**config.mk**
```make
export PLATFORM = sky130hd
export DESIGN_NAME = fu_issue_sched
export DESIGN_NICKNAME = d
export VERILOG_FILES = /design/src/rtl/fu_issue_sched_pkg.sv /design/src/rtl/fu_issue_sched_rr_arbiter.sv /design/src/rtl/fu_issue_sched.sv
export SDC_FILE = /design/constraint.sdc
export NUM_CORES = 2
export LEC_CHECK = 0
export ABC_AREA = 1
export CORE_MARGIN = 1.5
export CORE_UTILIZATION = 30
export DETAILED_ROUTE_END_ITERATION = 7
export DONT_BUFFER_PORTS = 1
export PLACE_DENSITY = 0.43
export SLEW_MARGIN = 5
export SYNTH_ARGS = -nofsm -noshare
export SYNTH_HDL_FRONTEND = slang
export SYNTH_SLANG_ARGS = --single-unit
export TNS_END_PERCENT = 10
```
**constraint.sdc**
```tcl
create_clock -name clk -period 9.7 [get_ports clk]
set_clock_uncertainty 0.15 [all_clocks]
set_input_delay 2.91 -clock clk [delete_from_list [all_inputs] [get_ports clk]]
set_output_delay 2.91 -clock clk [all_outputs]
set_load 0.02 [all_outputs]
```
**src/rtl/fu_issue_sched_pkg.sv**
```systemverilog
// Shared FU codes and LSU FSM encodings for the issue scheduler.
package fu_issue_sched_pkg;
  localparam int NUM_FU   = 3;
  localparam int LSU_LANE = 2;

  typedef enum logic [1:0] {
    FU_ALU0 = 2'b00,
    FU_ALU1 = 2'b01,
    FU_LSU  = 2'b10,
    FU_NONE = 2'b11
  } fu_code_e;

  typedef enum logic {
    LSU_IDLE = 1'b0,
    LSU_BUSY = 1'b1
  } lsu_state_e;
endpackage

```
**src/rtl/fu_issue_sched_rr_arbiter.sv**
```systemverilog
// Combinational round-robin pick: first set bit of req at or after ptr, wrapping.
module rr_arbiter #(
  parameter int N = 64
) (
  input  logic [N-1:0]         req,
  input  logic [$clog2(N)-1:0] ptr,
  output logic [$clog2(N)-1:0] idx,
  output logic                 found
);
  localparam int IW = $clog2(N);

  logic [IW-1:0] j;

  always_comb begin
    idx   = '0;
    found = 1'b0;
    j     = '0;
    for (int i = 0; i < N; i++) begin
      j = ptr + IW'(i);
      if (!found && req[j]) begin
        found = 1'b1;
        idx   = j;
      end
    end
  end
endmodule

```
**src/rtl/fu_issue_sched.sv**
```systemverilog
// Issue scheduler: per-FU round-robin select, ALU latency counters, LSU busy FSM.
// Optional per-FU grant/stall counters under FU_ISSUE_SCHED_STATS_EN.
module fu_issue_sched
  import fu_issue_sched_pkg::*;
#(
  parameter int N_ENTRIES   = 64,
  parameter int IDX_W       = 6,
  parameter int ALU_LAT     = 1,
  parameter int LSU_TIMEOUT = 255
) (
  input  logic                     clk,
  input  logic                     rst,
  input  logic [N_ENTRIES-1:0]     req_valid,
  input  logic [2*N_ENTRIES-1:0]   req_fu,
  input  logic                     lsu_done,
  input  logic                     flush,
  output logic [NUM_FU-1:0]        grant_valid,
  output logic [NUM_FU*IDX_W-1:0]  grant_idx,
  output logic [N_ENTRIES-1:0]     grant_vec,
  output logic [NUM_FU-1:0]        fu_free,
  output logic                     lsu_timeout
`ifdef FU_ISSUE_SCHED_STATS_EN
  ,
  output logic [NUM_FU*32-1:0]     stat_grants,
  output logic [NUM_FU*32-1:0]     stat_stalls
`endif
);
  localparam int CW = (ALU_LAT > 1) ? $clog2(ALU_LAT) : 1;
  localparam int TW = $clog2(LSU_TIMEOUT + 1);

  logic [N_ENTRIES-1:0][1:0]          fu_a;
  logic [NUM_FU-1:0][N_ENTRIES-1:0]   elig;
  logic [NUM_FU-1:0][IDX_W-1:0]       rr_ptr, win_idx, gidx_q;
  logic [NUM_FU-1:0]                  found, grant_go, gvalid_q;
  logic [N_ENTRIES-1:0]               gvec_nxt, gvec_q;
  logic [1:0][CW-1:0]                 alu_cnt;
  lsu_state_e                         lsu_state, lsu_state_nxt;
  logic [TW-1:0]                      lsu_timer, lsu_timer_nxt, lsu_timer_inc;
  logic                               lsu_to_fire, lsu_to_q;

  assign fu_a = req_fu;

  // Entries granted last cycle are masked until the RS has cleared their USE bit.
  always_comb begin
    elig = '0;
    for (int k = 0; k < NUM_FU; k++)
      for (int i = 0; i < N_ENTRIES; i++)
        elig[k][i] = req_valid[i] && (fu_a[i] == 2'(k)) && !gvec_q[i];
  end

  for (genvar k = 0; k < NUM_FU; k++) begin : g_arb
    rr_arbiter #(.N(N_ENTRIES)) u_arb (
      .req   (elig[k]),
      .ptr   (rr_ptr[k]),
      .idx   (win_idx[k]),
      .found (found[k])
    );
  end

  assign fu_free  = {lsu_state == LSU_IDLE, alu_cnt[1] == '0, alu_cnt[0] == '0};
  assign grant_go = fu_free & found & {NUM_FU{~flush}};

  always_comb begin
    gvec_nxt = '0;
    for (int k = 0; k < NUM_FU; k++)
      if (grant_go[k]) gvec_nxt[win_idx[k]] = 1'b1;
  end

  always_ff @(posedge clk) begin
    if (rst) begin
      gvalid_q <= '0;
      gidx_q   <= '0;
      gvec_q   <= '0;
      rr_ptr   <= '0;
    end else begin
      gvalid_q <= grant_go;
      gvec_q   <= gvec_nxt;
      for (int k = 0; k < NUM_FU; k++)
        if (grant_go[k]) begin
          gidx_q[k] <= win_idx[k];
          rr_ptr[k] <= win_idx[k] + 1'b1;
        end
    end
  end

  // ALU occupancy: a grant loads ALU_LAT-1 remaining busy cycles.
  always_ff @(posedge clk) begin
    if (rst || flush) alu_cnt <= '0;
    else
      for (int a = 0; a < 2; a++) begin
        if (grant_go[a])          alu_cnt[a] <= CW'(ALU_LAT - 1);
        else if (alu_cnt[a] != '0) alu_cnt[a] <= alu_cnt[a] - 1'b1;
      end
  end

  assign lsu_timer_inc = lsu_timer + 1'b1;

  always_ff @(posedge clk) begin
    if (rst) begin
      lsu_state <= LSU_IDLE;
      lsu_timer <= '0;
      lsu_to_q  <= 1'b0;
    end else begin
      lsu_state <= lsu_state_nxt;
      lsu_timer <= lsu_timer_nxt;
      lsu_to_q  <= lsu_to_q | lsu_to_fire;
    end
  end

  // Done wins over a coinciding timeout, so the sticky flag only marks true hangs.
  always_comb begin
    lsu_state_nxt = lsu_state;
    lsu_timer_nxt = lsu_timer;
    lsu_to_fire   = 1'b0;
    if (flush) begin
      lsu_state_nxt = LSU_IDLE;
      lsu_timer_nxt = '0;
    end else begin
      case (lsu_state)
        LSU_IDLE: if (grant_go[LSU_LANE]) begin
          lsu_state_nxt = LSU_BUSY;
          lsu_timer_nxt = '0;
        end
        LSU_BUSY: begin
          if (lsu_done) lsu_state_nxt = LSU_IDLE;
          else if (lsu_timer_inc == TW'(LSU_TIMEOUT)) begin
            lsu_state_nxt = LSU_IDLE;
            lsu_to_fire   = 1'b1;
          end else lsu_timer_nxt = lsu_timer_inc;
        end
        default: lsu_state_nxt = LSU_IDLE;
      endcase
    end
  end

  assign grant_valid = gvalid_q;
  assign grant_idx   = gidx_q;
  assign grant_vec   = gvec_q;
  assign lsu_timeout = lsu_to_q;

`ifdef FU_ISSUE_SCHED_STATS_EN
  logic [NUM_FU-1:0][31:0] grants_q, stalls_q;

  always_ff @(posedge clk) begin
    if (rst) begin
      grants_q <= '0;
      stalls_q <= '0;
    end else
      for (int k = 0; k < NUM_FU; k++) begin
        if (grant_go[k] && grants_q[k] != '1) grants_q[k] <= grants_q[k] + 32'd1;
        if ((|elig[k]) && !fu_free[k] && stalls_q[k] != '1) stalls_q[k] <= stalls_q[k] + 32'd1;
      end
  end

  assign stat_grants = grants_q;
  assign stat_stalls = stalls_q;
`endif
endmodule

```
Word-level counts from Yosys, hierarchy flattened
Cells that the tools add are included.
Operators by class
  equal/unequal tests: 132
  reductions and logical operators: 898
  $lt $le $gt $ge: 198
  bitwise logic cells: 9
  $add $sub $neg: 195
  mux-type cells: 789
Operator list (number)
  < comparator 6 x 7 -> 1 bit, second input constant: 195
  binary-select mux 1 bit (select 6 bit): 192
  2-to-1 mux 6 bit: 192
  adder 6 bit, second input constant: 96
  logical AND 1 bit: 576
  2-to-1 mux 1 bit: 394
  adder 6 x 5 -> 6 bit, second input constant: 48
  logical NOT 1 bit: 253
  2-to-1 mux 64 bit: 3
  adder 6 x 4 -> 6 bit, second input constant: 24
  == test 2 x 1 -> 1 bit, second input constant: 64
  == test 2 bit, second input constant: 64
  logical NOT 2 bit: 64
  OR 64 bit: 2
  adder 6 x 3 -> 6 bit, second input constant: 12
  adder 6 x 1 -> 6 bit, second input constant: 6
  adder 6 x 2 -> 6 bit, second input constant: 6
  2-to-1 mux 8 bit: 3
  demux 1 bit (select 6 bit): 3
  greater-or-equal comparator 6 x 1 -> 1 bit, second input constant: 3
  case mux 8 bit (2 select lines): 1
  adder 8 x 1 -> 8 bit, second input constant: 1
  == test 8 bit, second input constant: 1
  AND 3 bit: 2
  10 further kinds: 16
Storage, ports and cells
  logic and storage cells: 2234
  output and inout port bits: 89
  register bits after elaboration: 115

Depth between registers and ports, before layout
  depth after elaboration: 204
  mapped depth: 100
  depth with buffers taken out: 96

Cells and area by module
From an unflattened synthesis, not the netlist that was laid out.
Unflattened totals
  cells, all modules: 6732
  area total of the unflattened synthesis: 35442.7 um2
By module, submodules not included
  rr_arbiter at g_arb[0].u_arb ...: cells an instance 1873, area an instance 9250.1 um2, seq. area each 0.0 um2, times used 2
  rr_arbiter at g_arb[2].u_arb: cells an instance 1888, area an instance 9768.1 um2, seq. area each 0.0 um2, times used 1
  fu_issue_sched: cells an instance 1098, area an instance 7174.4 um2, seq. area each 2302.2 um2, times used 1

Worst setup path before layout
OpenSTA, ideal clock, no wires.
  path kind: input -> register
  start point: input port req_fu[36]
  end point: register rr_ptr[16] in the netlist's numbering
  path buffers: 0
  library setup time: 115 ps
  path slack: -778 ps
  stages: 71
  data required time: 9435 ps
  arrival: 10213 ps
  cell sequence: inv_1 -> nand2_1 -> nor2_1 -> nand2_1 -> o21ai_1 -> or2_1 -> o21a_1 -> o21ai_1 -> nand2_1 -> nand3_1 -> nand2_1 -> o21ai_4 -> nand3_4 -> nor2_4 -> nand3_2 -> nor2_2 -> nand2_1 -> nor2_4 -> [... 35 more ...] -> nor2_2 -> nand2_2 -> nor2_2 -> nand2_2 -> nor2_4 -> nand2_1 -> nor2_2 -> nand2_1 -> nor2_2 -> nand2_2 -> nor3_4 -> nor2_2 -> a21oi_4 -> ha_1 -> nand3_1 -> xor2_1 -> o21ai_0 -> inv_1
Between the ends
  elaborated cells between the ends (all ways): 388
RTL lines
  from (decl): RTL line fu_issue_sched.sv:14  | input logic [2*N_ENTRIES-1:0] req_fu,
  == test 2 bit *: RTL line fu_issue_sched.sv:48  | elig[k][i] = req_valid[i] && (fu_a[i] == 2'(k)) && !gvec_q[i];
  logical AND 1 bit * (2 in a row): RTL line fu_issue_sched.sv:48
  binary-select mux 1 bit (select 6 bit): RTL line fu_issue_sched_rr_arbiter.sv:20  | if (!found && req[j]) begin
  2-to-1 mux 1 bit (implied by the code): RTL line fu_issue_sched_rr_arbiter.sv:20
  2-to-1 mux 1 bit: RTL line fu_issue_sched_rr_arbiter.sv:20
  logical NOT 1 bit: RTL line fu_issue_sched_rr_arbiter.sv:20
  logical AND 1 bit: RTL line fu_issue_sched_rr_arbiter.sv:20
  2-to-1 mux 1 bit: RTL line fu_issue_sched_rr_arbiter.sv:20
  [... 180 more ...]
  logical NOT 1 bit: RTL line fu_issue_sched_rr_arbiter.sv:20
  logical AND 1 bit: RTL line fu_issue_sched_rr_arbiter.sv:20
  2-to-1 mux 1 bit: RTL line fu_issue_sched_rr_arbiter.sv:20
  logical NOT 1 bit: RTL line fu_issue_sched_rr_arbiter.sv:20
  logical AND 1 bit: RTL line fu_issue_sched_rr_arbiter.sv:20
  2-to-1 mux 6 bit *: RTL line fu_issue_sched_rr_arbiter.sv:20
  net g_arb[2].u_arb.idx[0]: RTL line fu_issue_sched_rr_arbiter.sv:7  | output logic [$clog2(N)-1:0] idx,
  adder 6 x 1 -> 6 bit *: RTL line fu_issue_sched.sv:81  | rr_ptr[k] <= win_idx[k] + 1'b1;
  to (signal, indexed assignment): RTL line fu_issue_sched.sv:81
  to (decl): RTL line fu_issue_sched.sv:33  | logic [NUM_FU-1:0][IDX_W-1:0] rr_ptr, win_idx, gidx_q;
Mark *: on every way through the listed nets, which the timed path passes. The rest lies on a longest branch. The select of a mux whose other input is x is not followed.
A chain may end at the register's enable or synchronous reset.

Worst setup path in the final report
  start point: input port req_fu[84]
  end point: register gvec_q[29] (netlist: grant_vec[29])
Between the ends
  cells in the longest elaborated chain, start to end: 204
  elaborated cells between the ends (all ways): 1177
RTL lines
  logical NOT 2 bit: RTL line fu_issue_sched.sv:48
  logical AND 1 bit (2 in a row): RTL line fu_issue_sched.sv:48
  binary-select mux 1 bit (select 6 bit): RTL line fu_issue_sched_rr_arbiter.sv:20
  2-to-1 mux 1 bit (implied by the code): RTL line fu_issue_sched_rr_arbiter.sv:20
  2-to-1 mux 1 bit: RTL line fu_issue_sched_rr_arbiter.sv:20
  logical NOT 1 bit: RTL line fu_issue_sched_rr_arbiter.sv:20
  logical AND 1 bit: RTL line fu_issue_sched_rr_arbiter.sv:20
  2-to-1 mux 1 bit: RTL line fu_issue_sched_rr_arbiter.sv:20
  [... 187 more ...]
  logical AND 1 bit (implied by the code): RTL line fu_issue_sched.sv:66  | if (grant_go[k]) gvec_nxt[win_idx[k]] = 1'b1;
  2-to-1 mux 1 bit (implied by the code): RTL line fu_issue_sched.sv:66
  demux 1 bit (select 6 bit): RTL line fu_issue_sched.sv:66
  2-to-1 mux 64 bit: RTL line fu_issue_sched.sv:66
  OR 64 bit (no source line)
  2-to-1 mux 64 bit: RTL line fu_issue_sched.sv:66
  OR 64 bit (no source line)
  2-to-1 mux 64 bit *: RTL line fu_issue_sched.sv:66
  to (signal assigned): RTL line fu_issue_sched.sv:77  | gvec_q <= gvec_nxt;
  to (decl): RTL line fu_issue_sched.sv:35  | logic [N_ENTRIES-1:0] gvec_nxt, gvec_q;
Every way passes the cells marked *; elsewhere a longest branch is shown, timed or not. The select of a mux whose other input is x is not followed.

==> load_flow_metrics.sql <==
INSERT INTO impl_metrics (metric_group, metric, value, unit) VALUES
('run_status', 'run_status', 'finished with violations', ''),
('run_status', 'violated_checks', 'setup timing', ''),
('cells_and_area', 'finish.instance_area', '56700', 'um^2'),
('floorplanning', 'die_h', '347', 'um'),
('cells_and_area', 'fin_nets', '8989', ''),
('place', 'place_area', '51700', 'um^2'),
('global_routing', 'grt_start_max_net_pins', '79', ''),
('cells_and_area', 'mostFrequentLayoutCells', 'buf_4 (1,993), nand2_1 (1,858), inv_1 (894)', ''),
('timing', 'final_min_period_over_clock_period', '1.22', ''),
('place', 'dp_slack', '-3330', 'ps'),
('timing', 'hold_violations', '0', ''),
('worst_setup_path', 'worstReg2RegEnd', 'grant_vec[61]', ''),
('cts', 'cts_tree', 'done', ''),
('yosys', 'synth_top_area_cell', 'nand2_1', ''),
('route', 'drt_pass1_iterations', '8', ''),
('yosys', 'synthAdderAreaFrac', '0.0194', ''),
('yosys', 'yosys-mux-area-fraction', '0.0307', ''),
('worst_setup_path', 'cpMaxStageDelayCell', 'nor3_4', ''),
('route', 'ant_nets', '0', ''),
('worst_setup_path', 'rr_worst_depth', '84', ''),
('yosys', 'synthXorXnorAreaFrac', '0.0362', ''),
('floorplanning', 'ioPinCount', '285', ''),
('cts', 'ctsHoldBuffers', '0', ''),
('cells_and_area', 'mostFrequentLayoutCell', 'buf_4', ''),
('global_routing', 'gr-total-overflow', '0', ''),
('timing', 'worstMarginPinSlew', '1030', 'ps'),
('floorplanning', 'floorplan.die.width', '347', 'um'),
('min_path', 'min_from', 'lsu_timer[3]', ''),
('worst_setup_path', 'ff2ff_setup_slack', '-980', 'ps'),
('timing', 'rsz0062_at_grt', 'yes', ''),
('yosys', 'netlist_area', '35500', 'um^2'),
('route', 'drt_drc_violations_left', '0', ''),
('route', 'wl_per_cell', '28.3', 'um'),
('worst_setup_path', 'crit-reg2reg-launch', 'rr_ptr[8]', ''),
('worst_setup_path', 'critical-path-top-cell-by-count', 'buf_4', ''),
('cells_and_area', 'layout-drive-gt1-share', '0.342', ''),
('route', 'dr.first_iter.drc_count', '7567', ''),
('global_routing', 'grt_usage', '0.462', ''),
('floorplanning', 'dieArea', '120000', 'um^2'),
('run', 'maxCapViolCount', '0', ''),
('floorplanning', 'floorplan.initialDensity', '0.301', ''),
('cells_and_area', 'layout.filler_cells', '12800', ''),
('cts', 'clock_insertion_delay_worst_skew', '480', 'ps'),
('yosys', 'synth-seq-cells', '115', ''),
('timing', 'setup_viol_count_final', '112', ''),
('worst_setup_path', 'cp.required', '9920', 'ps'),
('worst_setup_path', 'critical_path_class', 'input port to flip-flop', ''),
('cts', 'numCtsBuffers', '17', ''),
('yosys', 'netlist-cell-type-count', '74', ''),
('timing', 'final.setup.worst_slack', '-2160', 'ps'),
('floorplanning', 'number_of_standard_cell_rows_in_the_floorplan', '126', ''),
('global_routing', 'initial_antenna_violation_count', '17', ''),
('place', 'port-buffer-count', '0', ''),
('timing', 'fin_setup_tns', '-205060', 'ps'),
('worst_setup_path', 'setup.worst_path.end_class', 'flip-flop', ''),
('yosys', 'post_synth.cell_area_avg', '5.22', 'um^2'),
('min_path', 'whs_path_depth', '2', ''),
('yosys', 'synth_cells', '6796', ''),
('yosys', 'dominant_combinational_cell_family_by_area_after_synthesis', 'simple AND/OR/NAND/NOR gates', ''),
('timing', 'layout_min_cycle_time', '11860', 'ps'),
('floorplanning', 'fp.coreArea', '118000', 'um^2'),
('cts', 'h-tree-depth', '4', ''),
('timing', 'max_slew_violation_count', '0', ''),
('place', 'hpwlAfterDp', '250000', 'um'),
('min_path', 'timing.hold.worst_endpoint', 'lsu_timer[3]', ''),
('place', 'place_congestion', '1.17', ''),
('cts', 'cts_sinks', '115', ''),
('timing', 'slew_headroom', '0.307', ''),
('route', 'totalWireLength', '292000', 'um'),
('cts', 'max-clock-path-buffers', '2', ''),
('cts', 'cts.root.buffer_cell', 'clkbuf_16', '');
## registers in the layout, summed over array words and instances, names as in the netlist
register,cells
grant_vec,64
grant_idx,18
rr_ptr,18
lsu_timer,8
grant_valid,3
alu_cnt,2
lsu_state,1
lsu_timeout,1
## worst max-delay path by stage
stage                start       endpoint  slack (ps)  depth (start not counted)
2_1_floorplan    req_fu[4]     rr_ptr[16]        -720                         71
3_3_place_gp   req_fu[112]  grant_vec[23]       -3430                         72
3_5_place_dp   req_fu[112]  grant_vec[18]       -3330                         72
4_1_cts         req_fu[84]      rr_ptr[5]       -1850                         83
5_1_grt        req_fu[112]   grant_vec[6]       -2540                         83
6_report        req_fu[84]  grant_vec[29]       -2160                         79
## routing by layer
layer,up-vias,global-route usage,share of wire
li1,26200,-,-
met1,26400,0.582,0.39
met2,3552,0.676,0.40
met3,802,0.143,0.13
met4,22,0.298,0.079
met5,-,0,0.00053
## per-stage QoR
step / hold slack [ps] / util / instances
floorplan: 325 / - / 6797
global placement: 340 / 0.439 / 10100
detailed placement: 356 / 0.439 / 10100
CTS: 367 / 0.466 / 10200
global route: 386 / 0.482 / 10300
finish: 363 / 0.482 / 10300
## what timing repair did
action	4_1_cts	5_1_grt
setup buffers	146	58
gates cloned	2	1
resized for setup	405	402
setup endpoints to repair	112	112
pin swaps	124	204
## synth_stat cells (all sizes together)
master,number
dlygate4sd1,1
clkinv,12
dfxtp,115
nand2,2030
nor2,667
and2,9
o21ai,790
a211oi,10
o21bai,3
nor3,79
a21o,2
xor2,123
nand3b,9
o21a,101
clkbuf,135
o32ai,7
o211ai,15
nand4,203
a21boi,11
a311oi,1
nor4,39
nand3,863
a31oi,23
a221oi,2
xnor2,16
ha,55
inv,970
dlygate4sd3,1
o221ai,12
o2111ai,25
buf,119
a22oi,1
or2,43
a2111oi,2
mux2i,109
conb,1
o22ai,36
nor3b,3
a21oi,153
## cell families after synthesis
kind of cell,count (synthesis)
multiplexers,109
AO/OA/AOI/OAI,1194
buffers and inverters,1238
adder cells (fa/ha/maj),55
other,1
flip-flops,115
AND/OR/NAND/NOR,3945
XOR/XNOR,139
## worst min-delay path: stages, from the launching register on
cell and delay (ps):
dfxtp_1 330, inv_1 70, a211oi_1 60
## cell type report
type / instances / area [um^2] / area share
flip-flops and latches: 115 / 2320 / 0.0409
multi-input cells: 5445 / 29900 / 0.528
diodes: 10 / 25.0 / 0.000441
repair buffers: 2177 / 18200 / 0.320
inverters: 982 / 3740 / 0.0658
clock inverters: 13 / 160 / 0.00282
well taps: 1536 / 1920 / 0.0339
clock buffers: 19 / 454 / 0.00800
Power is left out: the tool's default activity adds up to more than one toggle a clock period on the data nets, which glitch-free logic cannot reach.
